[src/rtl/nn_pkg.sv]
// Shared Q-format constants, sequencer state encoding and index-width helper
// for the neuron MAC datapath.
package nn_pkg;

    localparam int unsigned n        = 32;
    localparam int unsigned intbits  = 12;
    localparam int unsigned fracbits = 20;
    localparam logic [n-1:0] ONE     = n'(1) << fracbits;

    typedef enum logic [2:0] {
        StIdle,
        StClear,
        StStream,
        StFinish,
        StCapture
    } state_t;

    // Index width for an S-entry bank; never narrower than one bit.
    function automatic int unsigned IDX_W(input int unsigned s);
        if (s > 32'd1) return $unsigned($clog2(s));
        return 32'd1;
    endfunction

endpackage

[src/rtl/mac_sequencer_if.sv]
// Pair-stream bus between the MAC sequencer (master) and the per-neuron
// multiply-accumulate datapath (slave).
interface mac_if #(
    parameter int unsigned n = 32
);

    logic [n-1:0] W;
    logic [n-1:0] X;
    logic         pair_valid;
    logic         acc_clr;
    logic         finished;
    logic [n-1:0] sum_in;

    modport master (
        output W,
        output X,
        output pair_valid,
        output acc_clr,
        output finished,
        input  sum_in
    );

    modport slave (
        input  W,
        input  X,
        input  pair_valid,
        input  acc_clr,
        input  finished,
        output sum_in
    );

endinterface

[src/rtl/mac_sequencer_operand_bank.sv]
// S x n operand register file: one write port, one asynchronous read port,
// cleared on reset. Out-of-range addresses are ignored on write, read as 0.
module operand_bank #(
    parameter int unsigned S  = 8,
    parameter int unsigned n  = 32,
    parameter int unsigned AW = nn_pkg::IDX_W(S)
) (
    input  logic          clk,
    input  logic          reset_n,
    input  logic          we,
    input  logic [AW-1:0] waddr,
    input  logic [n-1:0]  wdata,
    input  logic [AW-1:0] raddr,
    output logic [n-1:0]  rdata
);

    import nn_pkg::*;

    logic [n-1:0] mem_q [S];
    logic         waddr_ok;
    logic         raddr_ok;

    assign waddr_ok = (32'(waddr) < S);
    assign raddr_ok = (32'(raddr) < S);

    always_ff @(posedge clk or negedge reset_n) begin
        if (!reset_n) begin
            for (int unsigned i = 0; i < S; i++) begin
                mem_q[i] <= '0;
            end
        end else if (we && waddr_ok) begin
            mem_q[waddr] <= wdata;
        end
    end

    assign rdata = raddr_ok ? mem_q[raddr] : '0;

endmodule

[src/rtl/mac_sequencer.sv]
// Initiator side of the neuron MAC interface: holds S weight/input pairs,
// streams them to the accumulator, then captures its rectified sum.
module mac_sequencer #(
    parameter int unsigned S        = 8,
    parameter int unsigned n        = nn_pkg::n,
    parameter int unsigned intbits  = nn_pkg::intbits,
    parameter int unsigned fracbits = nn_pkg::fracbits
) (
    input  logic                        clk,
    input  logic                        reset_n,
    input  logic                        wr_en,
    input  logic                        wr_sel,
    input  logic [nn_pkg::IDX_W(S)-1:0] wr_addr,
    input  logic [n-1:0]                wr_data,
    input  logic                        start,
    output logic                        busy,
    output logic                        done,
    output logic [n-1:0]                result,
    mac_if.master                       mac
);

    import nn_pkg::*;

    localparam int unsigned IdxW = IDX_W(S);
    localparam logic [IdxW-1:0] KLast = IdxW'(S - 1);

    if (S < 2 || intbits + fracbits != n) begin : g_bad_cfg
        $error("mac_sequencer: S must be >= 2 and intbits + fracbits must equal n");
    end

    // Reset asserts asynchronously but releases on a clock edge.
    logic [1:0] rst_sync_q;
    logic       rst_int_n;

    always_ff @(posedge clk or negedge reset_n) begin
        if (!reset_n) begin
            rst_sync_q <= '0;
        end else begin
            rst_sync_q <= {rst_sync_q[0], 1'b1};
        end
    end

    assign rst_int_n = rst_sync_q[1];

    state_t          state_q;
    logic [IdxW-1:0] k_q;
    logic            busy_q;
    logic            done_q;
    logic            pv_q;
    logic            clr_q;
    logic            fin_q;
    logic [n-1:0]    w_q;
    logic [n-1:0]    x_q;
    logic [n-1:0]    result_q;

    logic            idle_wr;
    logic            w_we;
    logic            x_we;
    logic [n-1:0]    w_rd;
    logic [n-1:0]    x_rd;

    assign idle_wr = wr_en && (state_q == StIdle);
    assign w_we    = idle_wr && !wr_sel;
    assign x_we    = idle_wr && wr_sel;

    operand_bank #(
        .S  (S),
        .n  (n),
        .AW (IdxW)
    ) u_wbank (
        .clk     (clk),
        .reset_n (rst_int_n),
        .we      (w_we),
        .waddr   (wr_addr),
        .wdata   (wr_data),
        .raddr   (k_q),
        .rdata   (w_rd)
    );

    operand_bank #(
        .S  (S),
        .n  (n),
        .AW (IdxW)
    ) u_xbank (
        .clk     (clk),
        .reset_n (rst_int_n),
        .we      (x_we),
        .waddr   (wr_addr),
        .wdata   (wr_data),
        .raddr   (k_q),
        .rdata   (x_rd)
    );

    // Every strobe and the W/X pair default low each cycle; only the state
    // that owns a signal raises it.
    always_ff @(posedge clk or negedge rst_int_n) begin
        if (!rst_int_n) begin
            state_q  <= StIdle;
            k_q      <= '0;
            busy_q   <= 1'b0;
            done_q   <= 1'b0;
            pv_q     <= 1'b0;
            clr_q    <= 1'b0;
            fin_q    <= 1'b0;
            w_q      <= '0;
            x_q      <= '0;
            result_q <= '0;
        end else begin
            done_q <= 1'b0;
            pv_q   <= 1'b0;
            clr_q  <= 1'b0;
            fin_q  <= 1'b0;
            w_q    <= '0;
            x_q    <= '0;
            unique case (state_q)
                StIdle: begin
                    if (start) begin
                        state_q <= StClear;
                        busy_q  <= 1'b1;
                    end
                end
                StClear: begin
                    clr_q   <= 1'b1;
                    k_q     <= '0;
                    state_q <= StStream;
                end
                StStream: begin
                    w_q  <= w_rd;
                    x_q  <= x_rd;
                    pv_q <= 1'b1;
                    k_q  <= k_q + IdxW'(1);
                    if (k_q == KLast) begin
                        state_q <= StFinish;
                    end
                end
                StFinish: begin
                    fin_q   <= 1'b1;
                    k_q     <= '0;
                    state_q <= StCapture;
                end
                StCapture: begin
                    result_q <= mac.sum_in;
                    done_q   <= 1'b1;
                    busy_q   <= 1'b0;
                    state_q  <= StIdle;
                end
                default: begin
                    busy_q  <= 1'b0;
                    state_q <= StIdle;
                end
            endcase
        end
    end

    assign busy           = busy_q;
    assign done           = done_q;
    assign result         = result_q;
    assign mac.W          = w_q;
    assign mac.X          = x_q;
    assign mac.pair_valid = pv_q;
    assign mac.acc_clr    = clr_q;
    assign mac.finished   = fin_q;

endmodule
[src/flat_wrapper.sv]
// flat-port wrapper written by rule: the top's interface ports become plain ports
module mac_sequencer_flat import nn_pkg::*;
#(
    parameter int unsigned S        = 8,
    parameter int unsigned n        = nn_pkg::n,
    parameter int unsigned intbits  = nn_pkg::intbits,
    parameter int unsigned fracbits = nn_pkg::fracbits
)
  (clk, reset_n, wr_en, wr_sel, wr_addr, wr_data, start, busy, done, result, mac_W, mac_X, mac_pair_valid, mac_acc_clr, mac_finished, mac_sum_in);
  mac_if #(.n(n)) mac_i ();
  input  logic clk;
  input  logic reset_n;
  input  logic wr_en;
  input  logic wr_sel;
  input  logic [nn_pkg::IDX_W(S)-1:0] wr_addr;
  input  logic [n-1:0] wr_data;
  input  logic start;
  output logic busy;
  output logic done;
  output logic [n-1:0] result;
  output wire logic [$bits(mac_i.W)-1:0] mac_W;
  output wire logic [$bits(mac_i.X)-1:0] mac_X;
  output wire logic [$bits(mac_i.pair_valid)-1:0] mac_pair_valid;
  output wire logic [$bits(mac_i.acc_clr)-1:0] mac_acc_clr;
  output wire logic [$bits(mac_i.finished)-1:0] mac_finished;
  input wire logic [$bits(mac_i.sum_in)-1:0] mac_sum_in;
  assign mac_W = mac_i.W;
  assign mac_X = mac_i.X;
  assign mac_pair_valid = mac_i.pair_valid;
  assign mac_acc_clr = mac_i.acc_clr;
  assign mac_finished = mac_i.finished;
  assign mac_i.sum_in = mac_sum_in;
  mac_sequencer #(.S(S), .n(n), .intbits(intbits), .fracbits(fracbits)) u_core (.clk(clk), .reset_n(reset_n), .wr_en(wr_en), .wr_sel(wr_sel), .wr_addr(wr_addr), .wr_data(wr_data), .start(start), .busy(busy), .done(done), .result(result), .mac(mac_i));
endmodule
[config.mk]
export PLATFORM = sky130hd
export DESIGN_NAME = mac_sequencer_flat
export DESIGN_NICKNAME = d
export VERILOG_FILES = /design/src/rtl/nn_pkg.sv /design/src/rtl/mac_sequencer_if.sv /design/src/rtl/mac_sequencer_operand_bank.sv /design/src/rtl/mac_sequencer.sv /design/src/flat_wrapper.sv
export SDC_FILE = /design/constraint.sdc
export NUM_CORES = 1
export LEC_CHECK = 0
export BUFFER_PORTS_ARGS = -buffer_cell sky130_fd_sc_hd__buf_2
export CAP_MARGIN = 20
export CORE_AREA = 3 3 223 225
export CTS_BUF_LIST = sky130_fd_sc_hd__clkbuf_4
export DETAILED_ROUTE_END_ITERATION = 8
export DIE_AREA = 0 0 226 228
export PLACE_DENSITY = 0.74
export SLEW_MARGIN = 5
export SYNTH_ARGS = -nofsm -noshare
export SYNTH_HDL_FRONTEND = slang
export SYNTH_SLANG_ARGS = --single-unit
[constraint.sdc]
create_clock -name clk -period 18.6 [get_ports clk]
set_clock_uncertainty 0.1 [all_clocks]
set_input_delay 0.93 -clock clk [delete_from_list [all_inputs] [get_ports clk]]
set_output_delay 0.93 -clock clk [all_outputs]
set_load 0.02 [all_outputs]
# Word-level counts from Yosys, hierarchy flattened
# Index checks and enable logic that the tools add are counted.
[totals]
regBits = 621
out_inout_bits = 101
wordCells = 74
[classes]
n_addsub = 1
order_cmp = 3
n_eq_ne = 7
mux = 22
bitwise_logic = 3
n_reduce_logical = 11
[op_table]
columns = ["operator", "n"]
rows = [
  ["$bwmux W256", 2],
  ["$mux W32", 7],
  ["$bmux W32 S3", 2],
  ["$demux W32 S3", 1],
  ["$pmux W3 S4", 1],
  ["$ge A4 B4 Y1 const B", 2],
  ["$not A3 Y4", 2],
  ["$eq A3 B2 Y1 const B", 2],
  ["$eq A3 B3 Y1 const B", 2],
  ["$mux W3", 2],
  ["$pmux W3 S2", 1],
  ["$mux W1", 5],
  ["$logic_and A1 B1 Y1", 4],
  ["$lt A4 B1 Y1 const B", 1],
  ["$reduce_and A2 Y1", 2],
  ["$add A3 B1 Y3 const B", 1],
  ["$eq A3 B1 Y1 const B", 1],
  ["$logic_not A3 Y1", 1],
  ["$reduce_or A3 Y1", 1],
  ["$ne A2 B1 Y1 const B", 1],
  ["$ne A2 B2 Y1 const B", 1],
  ["$pmux W1 S2", 1],
  ["$reduce_bool A2 Y1", 1],
  ["$reduce_or A2 Y1", 1],
  ["2 further kinds", 2],
]

# Longest topological paths before layout
# Gate-level depths: netlist of run 1.
[depth]
depth_word = 6
mapped_depth = 6
depth_no_buf = 4

# Cells and area by module
# Synthesis of run 1 repeated with hierarchy kept, for this count alone.
[hier_totals]
hier_cells = 1575
area_unflattened_um2 = 27078.5
[modules_own_cells]
columns = ["mod", "instances", "cells_per_inst", "area_per_inst_um2"]
rows = [
  ["operand_bank", 2, 665, 11639.9],
  ["mac_sequencer", 1, 245, 3798.6],
]

# Worst setup path before layout of run 1
# Ideal clock, no wire load.
[synth_timing]
kind = "input-to-reg"
start = "input wr_en"
end = "register u_core.u_wbank.mem_q[43] (netlist bit)"
setup_time_ns = 0.125
arrival_ns = 2.450
required_ns = 18.375
slack_ns = 15.925
cell_stages = 5
path_buffers = 2
cell_sequence = "or4b_1 > buf_6 > nor4b_4 > buf_6 > mux2_2"
[synth_between]
elab_chain_len = 2
[synth_lines]
columns = ["element", "line", "text"]
rows = [
  ["start: declaration", "flat_wrapper.sv:13", "input logic wr_en;"],
  ["$logic_and A1 B1 Y1", "mac_sequencer.sv:62", "assign idle_wr = wr_en && (state_q == StIdle);"],
  ["$logic_and A1 B1 Y1", "mac_sequencer.sv:63", "assign w_we = idle_wr && !wr_sel;"],
  ["end signal: indexed assignment", "mac_sequencer_operand_bank.sv:32", "mem_q[waddr] <= wdata;"],
  ["end: declaration", "mac_sequencer_operand_bank.sv:19", "logic [n-1:0] mem_q [S];"],
]
# No other way between the ends.
# A chain may end at the register's enable or synchronous reset.

# Worst setup path after layout of run 1
[layout_timing]
start = "register u_core.state_q[2]"
end = "register u_core.u_wbank.mem_q[44] (netlist bit)"
[layout_between]
elab_chain_len = 3
[layout_lines]
columns = ["element", "line", "text"]
rows = [
  ["start: declaration", "mac_sequencer.sv:45", "state_t state_q;"],
  ["start signal: assignment", "mac_sequencer.sv:98", "state_q <= StIdle;"],
  ["start signal: assignment", "mac_sequencer.sv:118", "state_q <= StClear;"],
  ["start signal: assignment", "mac_sequencer.sv:125", "state_q <= StStream;"],
  ["$logic_not A3 Y1", "mac_sequencer.sv:62", ""],
  ["$logic_and A1 B1 Y1", "mac_sequencer.sv:62", ""],
  ["$logic_and A1 B1 Y1", "mac_sequencer.sv:63", ""],
]
# No other way between the ends.

==> flow_metrics.env, run 1 <==
export IMPL_finalSetupViolations=0
export IMPL_setup_ws_ns=15.11
export IMPL_routed_wl_um=56700
export IMPL_ant_nets=0
export IMPL_start_kind="register"
export IMPL_final_hold_viol_count=0
export IMPL_place_ws_ns=14.66
export IMPL_tightest_slew_ns=1.09
export IMPL_multi_input_area_um2=10100
export IMPL_place_gp_congestion=0.753
export IMPL_cts_made_buffers=161
export IMPL_hold_worst_slack_ns=0.116
export IMPL_grt_pass1_wl_um=90800
export IMPL_seq_area_frac_synth=0.593
export IMPL_vias=14631
export IMPL_cts_resized=0
export IMPL_finalCriticalPeriod_ns=3.49
export IMPL_grt_usage=0.230
export IMPL_io_pins=173
export IMPL_clkSlewWorstSetupHoldPaths_ns=0.07
export IMPL_fin_crit_sh=0.187
export IMPL_fp_row_count=80
export IMPL_global_route_overflow_total=0
export IMPL_grt_pass1_vias=16295
export IMPL_peakVddDrop_mv=0.0809
export IMPL_setup_tns_final_ns=0
export IMPL_relSlewSlack=0.269
export IMPL_fill_cells=3611
export IMPL_cts_tree="done"
export IMPL_post_route_cells_drive_above_1_share=0.601
export IMPL_avgSynthCellArea_um2=17.0
export IMPL_dr_pass1_iters=4
export IMPL_synth_enable_flop_cells=0
export IMPL_clkLatencyLatePin_ns=0.96
export IMPL_timing_worst_setup_path_type="register to register"
export IMPL_route_detailed_vias_per_inst=5.85
export IMPL_die_h_um=228
export IMPL_utilization=0.620
export IMPL_dp_final_hpwl_um=33200
export IMPL_seqCellArea_um2=15600
export IMPL_wire_per_inst_um=22.7
export IMPL_rsz0062_at_grt="false"
export IMPL_hold_path_class="input pin to register"
export IMPL_ys_ff_latch=621
export IMPL_p_per_area_nw_per_um2=159
export IMPL_dieArea_um2=51500
export IMPL_synth_net_count=1621
export IMPL_synth_warnings=0
export IMPL_io_buffers=172
export IMPL_syn_area_um2=26200
export IMPL_fmax_mhz=287
export IMPL_area_growth_pct=12.9
export IMPL_arrival_ns=4.21
export IMPL_grt_antenna_before_repair=6
export IMPL_leakage_nw=14.0
export IMPL_clock_sinks=621
export IMPL_nets=1863
export IMPL_die_width_um=226
export IMPL_cts_max_path_buffers=3
export IMPL_root_buffer="clkbuf_4"
export IMPL_path_max_fanout=19
export IMPL_drv_slew=0
export IMPL_syn_inst=1547
export IMPL_initial_core_util=0.549
export IMPL_synth_distinct_cells=35
export IMPL_hold_depth=2
export IMPL_cap_violations=0
export IMPL_async_flop_share=1.00
export IMPL_core_area_um2=47700
export IMPL_drc=0
export IMPL_drtIter0Drc=772
export IMPL_postCtsSetupRepairBufs=0
export IMPL_ff2ff_path_depth=4
export IMPL_cts_hold_buf=3
export IMPL_synthFlopType="dfrtp_1"
export IMPL_htreeDepth=4
export IMPL_netlist_area_leader_share=0.593
export IMPL_synthTopCellsByArea="dfrtp_1 (59%), mux2_2 (23%), mux4_2 (11%)"
export IMPL_worst_setup_path_end_kind="register"
export IMPL_place_area_um2=27500
export IMPL_outcome="finished, final reports clean"
export IMPL_required_ns=19.32
export IMPL_fin_area_um2=29600
export IMPL_grt_max_degree=88
export IMPL_yosysTopAreaCell="dfrtp_1"
==> worst paths after layout <==
path	from	to	slack, ns
worst max-delay path	u_core.state_q[2]	u_core.u_wbank.mem_q[44]	15.11
worst min-delay path	mac_sum_in[21]	u_core.result[21]	0.12
worst max register to register	u_core.state_q[2]	u_core.u_wbank.mem_q[44]	15.11
worst min register to register	u_core.rst_sync_q[1]	u_core.u_wbank.mem_q[192]	0.15
max in group asynchronous	u_core.rst_sync_q[1]	u_core.mac.W[16]	15.84
min in group asynchronous	u_core.rst_sync_q[1]	u_core.u_wbank.mem_q[192]	0.15
==> synthesized netlist by cell type, types with 2 or more instances <==
cell      instances
and2_1            2
ha_1              2
nor2_1            4
buf_2            13
a22oi_1           2
nand2b_1          2
dfrtp_1         621
nand4b_1          2
nor3b_1           4
nand4_1           3
mux4_2          128
nand2_1           3
buf_6            14
clkbuf_1         92
buf_1             8
o21ai_0           3
nor4_4            2
nor3b_2           3
mux2_1           14
nor2b_1           4
buf_4             9
nor4b_4           3
mux2i_1           2
a22o_1           64
mux2_2          530
nand3_1           3
nor3_1            2
==> registers in the layout, summed over array words and instances (netlist names) <==
| register | cells |
|---|---|
| u_core.busy | 1 |
| u_core.done | 1 |
| u_core.state_q | 3 |
| u_core.mac.finished | 1 |
| u_core.u_wbank.mem_q | 256 |
| u_core.mac.W | 32 |
| u_core.k_q | 3 |
| u_core.mac.pair_valid | 1 |
| u_core.u_xbank.mem_q | 256 |
| u_core.rst_sync_q | 2 |
| u_core.mac.X | 32 |
| u_core.mac.acc_clr | 1 |
| u_core.result | 32 |
==> kinds of logic (layout without fill, tap and decap cells) <==
kind of cell	Yosys count	after routing	share of synthesized area
compound gates	70	70	0.0227
xor+xnor	1	1	0.000334
fa+ha+maj	2	2	0.000954
buf+inv	137	470	0.0255
flops	621	621	0.593
mux	674	674	0.344
other cells	1	9	0.000143
simple gates	41	41	0.0135
==> report_power, final <==
part	leakage, nW	internal (W)	switching, W	total (W)
Clock	1.16	0.000602	0.000519	0.00112
Combinational	4.83	0.000801	0.000627	0.00143
Sequential	8.03	0.00188	0.000272	0.00215
Total	14.0	0.00328	0.00142	0.00470
==> area by class of cell <==
type / instances / area share
antenna: 8 / 0.000676
clock buffer: 231 / 0.0586
clock inverter: 23 / 0.00579
inverter: 1 / 0.000127
multi-input combinational: 789 / 0.340
sequential: 621 / 0.525
tap: 615 / 0.0260
timing repair buffer: 215 / 0.0440
==> per-stage QoR <==
step | power (W) | instances
2_1_floorplan | 0.00321 | 1547
3_3_place_gp | 0.00354 | 2232
3_5_place_dp | 0.00361 | 2232
4_1_cts | 0.00475 | 2489
5_1_grt | 0.00499 | 2502
6_report | 0.00470 | 2503
==> placed cells by master (no fill, tap or decap), types with 2 or more instances in the layout <==
master         count
inv_2              7
clkbuf_4         231
mux2_1            14
ha_1               2
nand3_2            3
clkinv_1          11
nand4b_1           2
bufinv_16          3
o21ai_0            3
nor4_4             2
dfrtp_1          618
mux2_2           530
nand2_1            3
diode_2            8
nor3b_1            4
dlygate4sd3_1      3
mux4_2           128
buf_4             34
nor3_1             2
a22o_1            64
nor2b_1            3
nand4_1            3
nor4b_4            3
a22oi_1            2
buf_16             5
nor2_1             4
buf_2            172
nor3b_4            3
mux2i_1            2
dfrtp_4            3
nand2b_1           2
==> per-layer routing <==
metal / up-vias / GRT usage / routed length (um)
met2: 330 / 0.368 / 28200
met1: 7866 / 0.308 / 24800
met4: 2 / 0.0820 / 1200
li1: 6332 / - / -
met3: 101 / 0.0573 / 2450
met5: - / 0 / 13
==> critical path, cell delays in order, from the launching register on <==
cell	delay (ns)
dfrtp_1	0.54
or4b_1	0.86
nor4b_4	1.04
buf_4	0.45
mux2_2	0.38
Note: power is estimated with default switching activity, not from simulation.
==> inputs of run 2 (changes only) <==
==> constraint.sdc (replaced) <==
create_clock -name clk -period 3 [get_ports clk]
set_clock_uncertainty 0.1 [all_clocks]
set_input_delay 0.15 -clock clk [delete_from_list [all_inputs] [get_ports clk]]
set_output_delay 0.15 -clock clk [all_outputs]
set_load 0.02 [all_outputs]
==> run 2 against run 1 <==
Worst setup slack got worse by 15 ns. Via count rose by 5.0%. Die area did not move. Clock power rose to 6.4 times the previous value. Register-to-register slack got worse by 15 ns. Critical path depth did not move. Global-route usage rose by 1.7 points. Final cell count rose by 6.5%. Sequential power rose to 6.1 times the previous value. Combinational power rose to 6.6 times the previous value.
==> flow_metrics.env, run 2 (same netlist as run 1, synthesis figures left out) <==
export IMPL_peakVddDrop_mv=0.518
export IMPL_critPathMaxStageDelay_ns=0.89
export IMPL_path_buf_inv=1
export IMPL_route_detailed_vias_per_inst=5.76
export IMPL_relSlewSlack=0.544
export IMPL_postCtsSetupRepairBufs=0
export IMPL_fmax_mhz=362
export IMPL_arrival_ns=3.49
export IMPL_path_max_fanout=23
export IMPL_grt_pass1_wl_um=97000
export IMPL_place_gp_congestion=0.726
export IMPL_die_h_um=228
export IMPL_final_common_cell="dfrtp_1"
export IMPL_dp_final_hpwl_um=34400
export IMPL_cts_tree="done"
export IMPL_io_pins=173
export IMPL_cap_violations=0
export IMPL_routed_wl_um=60600
export IMPL_grt_usage=0.246
export IMPL_drc=0
export IMPL_area_growth_pct=19.3
export IMPL_outcome="finished, final reports clean"
export IMPL_p_per_area_nw_per_um2=953
export IMPL_top_regs="u_core.u_wbank.mem_q (256), u_core.u_xbank.mem_q (256)"
export IMPL_worst_setup_path_end_kind="register"
export IMPL_timing_worst_setup_path_type="register to register"
export IMPL_start_kind="register"
export IMPL_finalSetupViolations=0
export IMPL_placedCellCount=2260
export IMPL_finalPower_w=0.0298
export IMPL_required_ns=3.73
export IMPL_rsz0062_at_grt="false"
export IMPL_cts_resized=0
export IMPL_hold_path_class="input pin to register"
export IMPL_drtIter0Drc=765
export IMPL_crit_path_cell_trace="or4b_1, nor4_4, buf_4, mux2_2"
export IMPL_vias=15362
export IMPL_grt_pass1_vias=17254
export IMPL_io_buffers=172
export IMPL_clock_sinks=621
export IMPL_core_area_um2=47700
export IMPL_clkLatencyLatePin_ns=0.97
export IMPL_ant_nets=0
export IMPL_utilization=0.655
export IMPL_final_hold_viol_count=0
export IMPL_fp_row_count=80
export IMPL_leakage_nw=14.7
export IMPL_grt_antenna_before_repair=4
export IMPL_cts_max_path_buffers=3
export IMPL_die_width_um=226
export IMPL_finalCriticalPeriod_ns=2.76
export IMPL_nets=2012
export IMPL_initial_core_util=0.549
export IMPL_instances_no_fill=2666
export IMPL_dieArea_um2=51500
export IMPL_cts_made_buffers=160
export IMPL_grt_max_degree=75
export IMPL_clkSlewWorstSetupHoldPaths_ns=0.07
export IMPL_cpMaxStageDelayCell="or4b_1"
export IMPL_tightest_slew_ns=0.684
export IMPL_root_buffer="clkbuf_4"
export IMPL_wire_per_inst_um=22.7
export IMPL_cp_top_family="simple AND/OR/NAND/NOR gates"
export IMPL_dr_pass1_iters=5
export IMPL_most_common_layout_cells="dfrtp_1 (618), mux2_2 (530), clkbuf_4 (235), buf_2 (172), dlygate4sd3_1 (131)"
export IMPL_htreeDepth=4
export IMPL_post_route_cells_drive_above_1_share=0.565
export IMPL_fin_crit_sh=0.921
export IMPL_drv_slew=0
export IMPL_global_route_overflow_total=0
run 2: area by class of cell:
class | instances | area [um2]
flip-flops and latches | 621 | 15600
multi-input cells | 789 | 10100
fillers | 3341 | 16500
diodes | 6 | 15.0
inverters | 1 | 3.75
clock buffers | 235 | 1760
well taps | 615 | 769
clock inverters | 34 | 243
repair buffers | 365 | 2890
run 2: metal layers:
layer  vias up  share of wire  track usage  routed length [um]
met3        88          0.045       0.0663                2760
met4         0          0.016       0.0695                 971
met2       361           0.50        0.399               30400
met5         -              0            0                   0
met1      8242           0.44        0.332               26500
li1       6671              -            -                   -
run 2: what timing repair did:
action / in CTS / in global routing
hold endpoints to repair: 548 / 0
endpoints found under the setup margin: 0 / 0
hold buffers: 131 / 0
run 2: power by group:
part	internal (W)	total [W]	switching (W)
Clock	0.00390	0.00722	0.00332
Combinational	0.00521	0.00937	0.00416
Sequential	0.0116	0.0132	0.00159
Total	0.0207	0.0298	0.00907
run 2: worst register-to-register path, stage by stage (launching register included):
cell and delay [ns]:
dfrtp_1 0.50, or4b_1 0.89, nor4_4 0.33, buf_4 0.42, mux2_2 0.40
run 2: final timing paths:
check | slack [ns] | startpoint | cells past startpoint | endpoint
setup / recovery | 0.24 | u_core.state_q[1] | 4 | u_core.u_wbank.mem_q[180]
hold / removal | 0.12 | wr_data[3] | 3 | u_core.u_wbank.mem_q[99]
setup reg to reg | 0.24 | u_core.state_q[1] | 4 | u_core.u_wbank.mem_q[180]
hold reg to reg | 0.25 | u_core.rst_sync_q[1] | 0 | u_core.mac.W[0]
max in group asynchronous | 1.52 | u_core.rst_sync_q[1] | 1 | u_core.u_xbank.mem_q[152]
min in group asynchronous | 0.25 | u_core.rst_sync_q[1] | 0 | u_core.mac.W[0]
run 2: stage by stage:
stage                     hold WS [ns]  setup WS (ns)  area (um2)   TNS, ns
after global routing            0.0401          0.145       31300         0
after floorplan                 -0.246          -3.12       26200  -1929.63
final                            0.118          0.236       31300         0
after detailed placement        -0.162          0.239       28000         0
after CTS                      0.00329          0.229       31300         0
after global placement          -0.163          0.261       28000         0
